===== src/rtl/shift_seq_ctrl_pkg.sv =====
// Shared types and constants for the
// multi-cycle left-shift unit.
package shift_seq_ctrl_pkg;

  localparam int ALU_WIDTH = 32;

  typedef enum logic {
    SSC_IDLE = 1'b0,
    SSC_RUN  = 1'b1
  } state_t;

endpackage


===== src/rtl/shift_seq_ctrl_if.sv =====
// Start/busy/done handshake bundle
// for the shift sequencer.
interface shift_seq_ctrl_if
  import shift_seq_ctrl_pkg::*;
#(
  parameter int WIDTH = ALU_WIDTH
);

  logic             start;
  logic [WIDTH-1:0] X;
  logic [31:0]      Y;
  logic             busy;
  logic             done;
  logic [WIDTH-1:0] Z;

  modport master (
    output start, X, Y,
    input  busy, done, Z
  );

  modport slave (
    input  start, X, Y,
    output busy, done, Z
  );

endinterface


===== src/rtl/shift_left_1bit.sv =====
// Bit-slice cell: bit I of X << Y,
// with an untruncated 32-bit Y.
module shift_left_1bit
  import shift_seq_ctrl_pkg::*;
(
  input  logic [ALU_WIDTH-1:0] X,
  input  logic [31:0]          Y,
  input  logic [31:0]          I,
  output logic                 Z
);

  logic [31:0] src;
  logic        hit;

  assign src = I - Y;

  // Source bit exists only when Y <= I
  // and the index lands inside X.
  assign hit = (Y <= I) &&
               (src < 32'(ALU_WIDTH));

  assign Z = hit ? X[src[4:0]] : 1'b0;

endmodule


===== src/rtl/shift_seq_ctrl.sv =====
// Sequences LANES bit-slice cells over
// the word to build X << Y, one slice/cycle.
module shift_seq_ctrl
  import shift_seq_ctrl_pkg::*;
#(
  parameter int WIDTH = ALU_WIDTH,
  parameter int LANES = 1
)
(
  input  logic         clk,
  input  logic         rst,
  shift_seq_ctrl_if.slave bus
);

  localparam int IW = $clog2(WIDTH) + 1;
  localparam logic [IW-1:0] LAST =
    IW'(WIDTH - LANES);
  localparam logic [IW-1:0] STEP =
    IW'(LANES);

  state_t           state;
  logic [IW-1:0]    idx;
  logic [WIDTH-1:0] xq;
  logic [31:0]      yq;
  logic [WIDTH-1:0] acc;
  logic [WIDTH-1:0] acc_nxt;
  logic [WIDTH-1:0] z;
  logic             busy;
  logic             done;
  logic [LANES-1:0] lane_z;
  logic [31:0]      xe;

  assign xe = 32'(xq);

  for (genvar l = 0; l < LANES; l++) begin : g_lane
    shift_left_1bit u_cell (
      .X (xe),
      .Y (yq),
      .I (32'(idx) + 32'(l)),
      .Z (lane_z[l])
    );
  end

  // Merge the current slice into the
  // accumulator image.
  always_comb begin
    acc_nxt = acc;
    acc_nxt[idx +: LANES] = lane_z;
  end

  // FSM, slice counter and result registers.
  always_ff @(posedge clk) begin
    if (rst) begin
      state <= SSC_IDLE;
      idx   <= '0;
      xq    <= '0;
      yq    <= '0;
      acc   <= '0;
      z     <= '0;
      busy  <= 1'b0;
      done  <= 1'b0;
    end else begin
      done <= 1'b0;
      unique case (state)
        SSC_IDLE: begin
          if (bus.start) begin
            xq    <= bus.X;
            yq    <= bus.Y;
            idx   <= '0;
            acc   <= '0;
            busy  <= 1'b1;
            state <= SSC_RUN;
          end
        end
        SSC_RUN: begin
          acc <= acc_nxt;
          idx <= idx + STEP;
          if (idx == LAST) begin
            z     <= acc_nxt;
            done  <= 1'b1;
            busy  <= 1'b0;
            state <= SSC_IDLE;
          end
        end
        default: state <= SSC_IDLE;
      endcase
    end
  end

  assign bus.busy = busy;
  assign bus.done = done;
  assign bus.Z    = z;

endmodule


===== src/flat_wrapper.sv =====
// flat-port wrapper written by rule: the top's interface ports become plain ports
module shift_seq_ctrl_flat import shift_seq_ctrl_pkg::*;
#(
  parameter int WIDTH = ALU_WIDTH,
  parameter int LANES = 1
)
  (clk, rst, bus_start, bus_X, bus_Y, bus_busy, bus_done, bus_Z);
  shift_seq_ctrl_if #(.WIDTH(WIDTH)) bus_i ();
  input  logic clk;
  input  logic rst;
  input wire logic [$bits(bus_i.start)-1:0] bus_start;
  input wire logic [$bits(bus_i.X)-1:0] bus_X;
  input wire logic [$bits(bus_i.Y)-1:0] bus_Y;
  output wire logic [$bits(bus_i.busy)-1:0] bus_busy;
  output wire logic [$bits(bus_i.done)-1:0] bus_done;
  output wire logic [$bits(bus_i.Z)-1:0] bus_Z;
  assign bus_i.start = bus_start;
  assign bus_i.X = bus_X;
  assign bus_i.Y = bus_Y;
  assign bus_busy = bus_i.busy;
  assign bus_done = bus_i.done;
  assign bus_Z = bus_i.Z;
  shift_seq_ctrl #(.WIDTH(WIDTH), .LANES(LANES)) u_core (.clk(clk), .rst(rst), .bus(bus_i));
endmodule

===== config.mk =====
export PLATFORM = sky130hd
export DESIGN_NAME = shift_seq_ctrl_flat
export DESIGN_NICKNAME = d
export VERILOG_FILES = /design/src/rtl/shift_seq_ctrl_pkg.sv /design/src/rtl/shift_seq_ctrl_if.sv /design/src/rtl/shift_left_1bit.sv /design/src/rtl/shift_seq_ctrl.sv /design/src/flat_wrapper.sv
export SDC_FILE = /design/constraint.sdc
export NUM_CORES = 1
export LEC_CHECK = 0
export BUFFER_PORTS_ARGS = -buffer_cell sky130_fd_sc_hd__buf_4
export CAP_MARGIN = 20
export CORE_ASPECT_RATIO = 2
export CORE_UTILIZATION = 45
export DETAILED_ROUTE_END_ITERATION = 10
export GPL_TIMING_DRIVEN = 0
export HOLD_SLACK_MARGIN = 0.06
export PLACE_DENSITY = 0.69
export SKIP_LAST_GASP = 1
export SLEW_MARGIN = 10
export SYNTH_ARGS = -nofsm -noshare
export SYNTH_HDL_FRONTEND = slang
export SYNTH_SLANG_ARGS = --single-unit
export TNS_END_PERCENT = 10

===== constraint.sdc =====
create_clock -name clk -period 3.26 [get_ports clk]
set_input_delay 0.652 -clock clk [delete_from_list [all_inputs] [get_ports clk]]
set_output_delay 0.652 -clock clk [all_outputs]
set_load 0.005 [all_outputs]

==> impl_metrics.json, run 1 <==
{
  "synth_most_common_cell": "nand2_1",
  "synth.avg_cell_area_um2": 8.04,
  "r2r-end": "u_core.acc[0]",
  "hpwl_um": 13900,
  "diodes": 0,
  "synth_edf_count": 0,
  "syn-num-nets": 859,
  "synth_top_area_share_pct": 43.7,
  "overflow": 0,
  "path_max_fanout": 9,
  "place_congestion": 0.981,
  "cp_cell_sequence": "buf_6 > inv_1 > ha_1 > fa_2 > mux4_2 > mux2i_1 > mux2i_1 > mux2_2 > nor2b_2 > a41o_1",
  "io_buffers": 100,
  "tightest_slew_ps": 1120,
  "vias_per_cell": 5.68,
  "min_from": "u_core.bus.Z[18]",
  "clkTransAtPathRegs_ps": 60,
  "cpMaxStageDelayCell": "fa_2",
  "dr.first_iter.drc_count": 325,
  "reg2reg_slack_ps": 110,
  "cts_tree": "yes",
  "multiInputGateArea_um2": 3270,
  "drv_cap": 0,
  "die_height_um": 169,
  "holdBufCountCts": 0,
  "synthTopCellsByArea": "dfxtp_1 (44%), nand2_1 (12%), a21oi_1 (8.9%), o211ai_1 (5.6%), mux4_2 (2.9%)",
  "fp.dieW_um": 85.5,
  "met2_usage_pct": 50.2,
  "placed_cells": 1035,
  "use_met1_pct": 24.1,
  "critical_path_buf_inv_count": 2,
  "vias": 6053,
  "critPathLaunchType": "flip-flop",
  "yosys.cell_types.count": 53,
  "start_util_pct": 46.4,
  "area_growth_pct": 26.0,
  "clk_path_buf_depth": 2,
  "register_area_um2": 2740,
  "wire_per_inst_um": 17.2,
  "r2r-start": "u_core.idx[0]",
  "drv_slew": 0,
  "hold_path_class": "flip-flop to flip-flop",
  "path_common_cell": "mux2i_1",
  "core_area_um2": 13500,
  "fin_nets": 978,
  "num-fill-cells": 1287,
  "die_area_um2": 14400,
  "root_buffer": "clkbuf_16",
  "cp-end-kind": "flip-flop",
  "max-slew-margin-rel_pct": 25.0,
  "leakage_nw": 2.97,
  "grt_pass1_wl_um": 28900,
  "drcViolationCount": 0,
  "min_to": "u_core.bus.Z[18]",
  "max_stage_delay_ps": 740,
  "yosysWarnings": 0,
  "grt_max_degree": 17,
  "grt_use_met3_pct": 4.97,
  "min_period_ps": 3150,
  "drt_pass1_iterations": 5,
  "rows": 60,
  "num_io_pins": 101,
  "cp.arrival_ps": 3470,
  "layout.cells.non_filler": 1066,
  "synthCells": 780,
  "drive_above_1_share_pct": 18.6,
  "cts_inserted_buffers": 17,
  "hold_depth": 2,
  "busiest_layer": "met2",
  "period_share_pct": 96.7,
  "max_freq_mhz": 317,
  "grt_pass1_vias": 6000,
  "grt_usage_pct": 26.2,
  "clk_latency_ps": 430,
  "finalHoldViolations": 0,
  "drt-total-wl_um": 18300,
  "finalSetupTns_ps": 0,
  "power.total_mw": 4.32,
  "reg2regPathDepth": 10,
  "irDropWorstVdd_mv": 0.371,
  "setup.worst_path.start": "u_core.idx[0]",
  "required_ps": 3580,
  "ys_seq_area_share_pct": 43.7,
  "crit_type": "flip-flop to flip-flop",
  "status": "completed",
  "synth_largest_area_cell": "dfxtp_1",
  "critPathTopFamily": "adder cells",
  "cts.htree.levels": 4,
  "yosys-top-cells-count": "nand2_1 (208), dfxtp_1 (137), a21oi_1 (111)",
  "synthArstFlopShare_pct": 0,
  "ys_ff_latch": 137,
  "cts.sinks": 137,
  "setup-violations-final": 0,
  "syn_area_um2": 6270,
  "clock_skew_ps": 8.45,
  "grt_antenna_before_repair": 0,
  "antenna_left": 0,
  "grt_setup_unrepaired": "no",
  "power.density_nw_per_um2": 546,
  "synth_ff_type": "dfxtp_1"
}
==> power by group <==
part	internal [mW]	switching [mW]	total, mW	leakage (nW)
clock network	1.38	0.738	2.12	0.304
logic	0.184	0.266	0.450	1.55
registers	1.72	0.0292	1.75	1.11
total	3.29	1.03	4.32	2.97
==> flip-flops by register name (all words and copies together), names as in the netlist <==
register / flops
u_core.state: 1
u_core.yq: 32
u_core.idx: 6
u_core.bus.Z: 32
u_core.xe: 32
u_core.bus.done: 1
u_core.bus.busy: 1
u_core.acc: 32
==> metrics by stage <==
stage / area (um^2) / worst slack, ps / hold slack (ps) / util, %
2_1_floorplan: 6270 / 231 / 432 / -
3_3_place_gp: 7220 / -452 / 439 / 53.4
3_5_place_dp: 7220 / -499 / 444 / 53.4
4_1_cts: 7860 / -121 / 451 / 58.2
5_1_grt: 7910 / 9.16 / 469 / 58.5
6_report: 7910 / 108 / 448 / 58.5
==> per-layer routing <==
layer / vias up / part of all wire (%)
met5: - / 0
met4: 0 / 5.6
met3: 69 / 4.0
met2: 202 / 57
met1: 2798 / 34
li1: 2984 / -
==> worst min-delay path, cell delays in order, from the launching register on <==
cell	delay [ps]
dfxtp_1	310
nand2_1	50
a21oi_1	50
==> worst max path at each step <==
stage	cells after the start	endpoint
floorplan	12	u_core.acc[0]
global route	10	u_core.acc[0]
finish	10	u_core.acc[0]
global placement	12	u_core.acc[23]
CTS	11	u_core.acc[0]
detailed placement	12	u_core.acc[31]
==> logic make-up (layout without fill, tap and decap cells) <==
family | Yosys count | in the layout | synth area share [%]
simple gates | 311 | 311 | 21.3
buf+inv | 72 | 203 | 4.57
flops | 137 | 137 | 43.7
compound gates | 222 | 222 | 22.3
fa+ha+maj | 12 | 12 | 2.51
xor+xnor | 6 | 6 | 0.838
mux | 20 | 20 | 4.81
==> layout make-up <==
type / instances / area share (%)
tap: 155 / 2.45
inverter: 14 / 0.665
buffer: 56 / 3.02
clock buffer: 21 / 5.70
clock inverter: 10 / 2.42
sequential: 137 / 34.7
multi-input combinational: 571 / 41.4
timing repair buffer: 102 / 9.65
==> placed cells by master, fill, tap and decap left out, types with 13 or more instances in the layout <==
| cell type | instances |
|---|---|
| nand2_1 | 207 |
| dfxtp_1 | 137 |
| a21oi_1 | 111 |
| buf_4 | 104 |
| o211ai_1 | 47 |
| clkbuf_1 | 46 |
| nor2_1 | 33 |
| nand3_1 | 21 |
| o21ai_0 | 17 |
| clkbuf_16 | 17 |
| inv_1 | 14 |
| o31ai_1 | 13 |
==> repair_timing <==
action	4_1_cts	5_1_grt
gates resized for setup	3	13
cloned	0	0
setup buffers	0	1
pin swaps	0	3
endpoints found under the setup margin	38	38
Note: power is estimated with default switching activity, not from simulation.
==> run 2: changes to the inputs <==
BUFFER_PORTS_ARGS = -buffer_cell sky130_fd_sc_hd__buf_2   (was -buffer_cell sky130_fd_sc_hd__buf_4)
==> impl_metrics.json, run 2 (synthesis results as in run 1) <==
{
  "status": "completed",
  "clock_skew_ps": 5.71,
  "crit_type": "flip-flop to flip-flop",
  "drt_pass1_iterations": 5,
  "start_util_pct": 46.4,
  "drv_cap": 0,
  "hold_path_class": "flip-flop to flip-flop",
  "cts.htree.levels": 4,
  "irDropWorstVdd_mv": 0.390,
  "power.total_mw": 4.07,
  "path_common_cell": "mux2i_1",
  "cpMaxStageDelayCell": "fa_2",
  "leakage_nw": 2.89,
  "wire_per_inst_um": 17.3,
  "dr.first_iter.drc_count": 286,
  "required_ps": 3580,
  "grt_pass1_wl_um": 29500,
  "grt_max_degree": 17,
  "max-slew-margin-rel_pct": 37.5,
  "critical_path_buf_inv_count": 2,
  "grt_setup_unrepaired": "no",
  "cp.arrival_ps": 3460,
  "max_freq_mhz": 318,
  "cp-end-kind": "flip-flop",
  "dpl-instance-area_um2": 6970,
  "overflow": 0,
  "drcViolationCount": 0,
  "critPathTopFamily": "adder cells",
  "design_area_um2": 7590,
  "clkTransAtPathRegs_ps": 60,
  "grt_pass1_vias": 6020,
  "die_height_um": 169,
  "drv_slew": 0,
  "cts.sinks": 137,
  "vias": 6165,
  "vias_per_cell": 5.79,
  "max_stage_delay_ps": 740,
  "finalHoldViolations": 0,
  "tightest_slew_ps": 935,
  "whs_ps": 445,
  "num_io_pins": 101,
  "root_buffer": "clkbuf_16",
  "fp.dieW_um": 85.5,
  "layout.cells.non_filler": 1065,
  "place_congestion": 0.941,
  "grt_usage_pct": 26.6,
  "cts_inserted_buffers": 17,
  "final_cell_mix": "nand2_1 (206), dfxtp_1 (136), a21oi_1 (111)",
  "placed_cells": 1035,
  "core_area_um2": 13500,
  "min_period_ps": 3140,
  "drive_above_1_share_pct": 18.6,
  "grt_antenna_before_repair": 0,
  "critPathLaunchType": "flip-flop",
  "area_growth_pct": 21.0,
  "clk_path_buf_depth": 2,
  "rows": 60,
  "power.density_nw_per_um2": 536,
  "utilization_pct": 56.2,
  "antenna_left": 0,
  "clk_latency_ps": 420,
  "setup-violations-final": 0,
  "layout_commonest_cell": "nand2_1",
  "period_share_pct": 96.3,
  "cp_cell_sequence": "buf_6 > inv_1 > ha_1 > fa_2 > mux4_2 > mux2i_1 > mux2i_1 > mux2_2 > nor2b_2 > a41o_1",
  "io_buffers": 100,
  "die_area_um2": 14400,
  "hpwl_um": 13700,
  "diodes": 0,
  "cts_tree": "yes",
  "fin_nets": 977,
  "path_max_fanout": 9,
  "holdBufCountCts": 0,
  "drt-total-wl_um": 18500
}
## run 2: changes by cell type in the layout (fill, tap and decap cells not counted), moves of 2 or more
cell,previous run,this run
clkbuf_1,46,48
buf_4,104,3
buf_2,2,102
inv_6,2,0
bufinv_16,5,2
clkinv_2,0,2
## run 2: timing repair
action,in CTS,in global routing
pin swaps,0,2
setup buffers,0,1
resized for setup,3,15
setup endpoints to repair,38,38
## run 2: stage by stage
stage          TNS (ps)  worst slack [ps]
5_1_grt               0              9.89
2_1_floorplan         0               231
3_3_place_gp     -11310              -453
4_1_cts           -2340              -138
6_report              0               120
3_5_place_dp     -12690              -504
## run 2: path summary, 6_finish.rpt
check	end	start	depth (start not counted)	slack [ps]
worst max register to register	u_core.acc[0]	u_core.idx[0]	10	120
worst max-delay path	u_core.acc[0]	u_core.idx[0]	10	120
worst min-delay path	u_core.bus.Z[18]	u_core.bus.Z[18]	2	440
worst min register to register	u_core.bus.Z[18]	u_core.bus.Z[18]	2	440
## run 2: area by class of cell
type                            count  area, um^2
Buffer                             56         239
Clock buffer                       24         472
Clock inverter                      7        93.8
Fill cell                        1350        5920
Inverter                           14        52.6
Multi-Input combinational cell    571        3290
Sequential cell                   137        2740
Tap cell                          155         194
Timing Repair Buffer              101         508
## run 2: worst min-delay path, cell delays in order, from the launching register on
cell and delay (ps):
dfxtp_1 300, nand2_1 50, a21oi_1 50
## run 2: where the power goes
group	switching [mW]	internal, mW
clock	0.726	1.16
sequential	0.0298	1.72
combinational	0.268	0.164
total	1.02	3.05
## run 2: metal layers
metal  part of all wire [%]  vias up  GRT usage [%]
met5                      0        -              0
met4                    5.7        0           16.4
met3                    3.6       76           4.10
met2                     56      202           51.0
met1                     35     2891           25.6
li1                       -     2996              -
==> run 3: changes to the inputs <==
ABC_AREA = 1   (was unset)
==> impl_metrics.json, run 3 <==
{
  "status": "completed",
  "diodes": 0,
  "max-slew-margin-rel_pct": 45.9,
  "reg2reg_slack_ps": 50,
  "synth_ff_type": "dfxtp_1",
  "drt-total-wl_um": 20900,
  "fp.dieW_um": 89.3,
  "drt_pass1_iterations": 5,
  "syn_area_um2": 6860,
  "cts.htree.levels": 4,
  "io_buffers": 100,
  "vias_per_cell": 5.11,
  "ys_seq_area_share_pct": 40.0,
  "final_cell_mix": "nand2_1 (239), nor2_1 (176), dfxtp_1 (135)",
  "max_freq_mhz": 312,
  "clk_latency_ps": 430,
  "irDropWorstVdd_mv": 0.343,
  "dr.first_iter.drc_count": 322,
  "cp_cell_sequence": "inv_6 > ha_4 > fa_1 > buf_6 > clkinvlp_4 > buf_4 > nand3_1 > nand2_1 > nand2_1 > nand3_1 > nand2_1 > a21oi_1 > nand2_1 > nor2_4 > nand2_1 > clkinv_2 > nand4_1 > nand2_1 > nand3_1 > a21oi_1",
  "reg2regPathDepth": 20,
  "layout_commonest_cell": "nand2_1",
  "tightest_slew_ps": 808,
  "cts_inserted_buffers": 17,
  "synth_top_area_share_pct": 40.0,
  "place_congestion": 0.953,
  "die_height_um": 177,
  "clk_path_buf_depth": 2,
  "vias": 7027,
  "fin_ws_ps": 49.7,
  "num-fill-cells": 1500,
  "drive_above_1_share_pct": 17.9,
  "synth_largest_area_cell": "dfxtp_1",
  "syn-num-nets": 1122,
  "max_stage_delay_ps": 450,
  "wire_per_inst_um": 15.2,
  "leakage_nw": 3.76,
  "crit_type": "flip-flop to flip-flop",
  "required_ps": 3610,
  "min_period_ps": 3210,
  "grt_antenna_before_repair": 0,
  "register_area_um2": 2750,
  "path_common_cell": "nand2_1",
  "core_area_um2": 14900,
  "hpwl_um": 16100,
  "grt_pass1_wl_um": 31800,
  "path_max_fanout": 9,
  "yosysWarnings": 0,
  "period_share_pct": 98.5,
  "clkTransAtPathRegs_ps": 60,
  "synth_most_common_cell": "nand2_1",
  "num_io_pins": 101,
  "multiInputGateArea_um2": 3570,
  "overflow": 0,
  "start_util_pct": 46.1,
  "holdBufCountCts": 0,
  "root_buffer": "clkbuf_16",
  "grt_pass1_vias": 6682,
  "drcViolationCount": 0,
  "grt_max_degree": 17,
  "grt_usage_pct": 27.2,
  "fin_nets": 1248,
  "synth.avg_cell_area_um2": 6.58,
  "antenna_left": 0,
  "critPathLaunchType": "flip-flop",
  "synth_edf_count": 0,
  "synthTopCellsByArea": "dfxtp_1 (40%), nand2_1 (13%), nor2_1 (9.6%), nand3_1 (7.7%), o21ai_0 (5.5%)",
  "area_growth_pct": 21.4,
  "synthCells": 1043,
  "power.density_nw_per_um2": 527,
  "yosys-top-cells-count": "nand2_1 (245), nor2_1 (176), dfxtp_1 (137)",
  "cts.sinks": 137,
  "hold_path_class": "input port to flip-flop",
  "pre_cts_slack_ps": -192,
  "cts_tree": "yes",
  "die_area_um2": 15800,
  "setup-violations-final": 0,
  "yosys.cell_types.count": 33,
  "finalHoldViolations": 0,
  "clock_skew_ps": 7.55,
  "cpMaxStageDelayCell": "fa_1",
  "synthArstFlopShare_pct": 0,
  "drv_slew": 0,
  "cp-end-kind": "flip-flop",
  "drv_cap": 0,
  "ys_ff_latch": 137,
  "finalSetupTns_ps": 0,
  "rows": 63,
  "cp.arrival_ps": 3560,
  "hold_depth": 3
}
## run 3: report_power, final
group | switching (mW) | total, mW | internal, mW
clock network | 0.750 | 1.96 | 1.21
registers | 0.0427 | 1.78 | 1.74
logic | 0.433 | 0.652 | 0.218
total | 1.23 | 4.39 | 3.17
## run 3: final timing paths
| check | from | to |
|---|---|---|
| worst min-delay path | bus_X[5] | u_core.xe[5] |
| worst max register to register | u_core.idx[0] | u_core.acc[8] |
| worst min register to register | u_core.bus.Z[6] | u_core.bus.Z[6] |
| worst max-delay path | u_core.idx[0] | u_core.acc[8] |
## run 3: final cells by class
type | instances | share of cell area, %
Multi-Input combinational cell | 759 | 42.9
Sequential cell | 137 | 33.0
Timing Repair Buffer | 107 | 6.64
Clock buffer | 22 | 5.81
Inverter | 101 | 4.69
Tap cell | 195 | 2.93
Buffer | 46 | 2.73
Clock inverter | 9 | 1.35
## run 3: per-stage QoR
stage               cell area, um^2  instances  total power [mW]  hold WS (ps)  utilization [%]
global route                   8330       1376              4.56           456             55.9
global placement               7610       1338              2.43           434             51.1
finish                         8330       1376              4.39           448             55.9
CTS                            8250       1372              4.38           446             55.3
detailed placement             7610       1338              2.43           434             51.1
floorplan                      6860       1043              2.23           429                -
## run 3: metal layers
layer	wire length, um	up-vias	GRT usage [%]
li1	-	3577	-
met1	7000	3223	23.9
met2	12000	164	53.9
met3	696	63	4.99
met4	1170	0	16.1
met5	0	-	0
## run 3: repair_timing
action	in CTS	in global routing
endpoints found under the setup margin	56	60
pin swaps	1	4
resized for setup	6	17
setup buffers	3	4
## run 3: worst max-delay path, delay by kind of cell (launching register included)
family	cells	cell delay, ps
AO/OA/AOI/OAI	2	270
adder cells (fa/ha/maj)	2	610
buffers and inverters	5	570
flip-flops	1	380
AND/OR/NAND/NOR	11	1290
## run 3: cells by family after synthesis
family / count (synthesis) / synth area share (%)
and+or+nand+nor: 590 / 36.8
AOI/OAI and AO/OA: 153 / 11.6
buffers and inverters: 147 / 8.79
DFF: 137 / 40.0
adders and majority gates: 12 / 2.30
xor gates and xnor gates: 3 / 0.383
muxes: 1 / 0.164
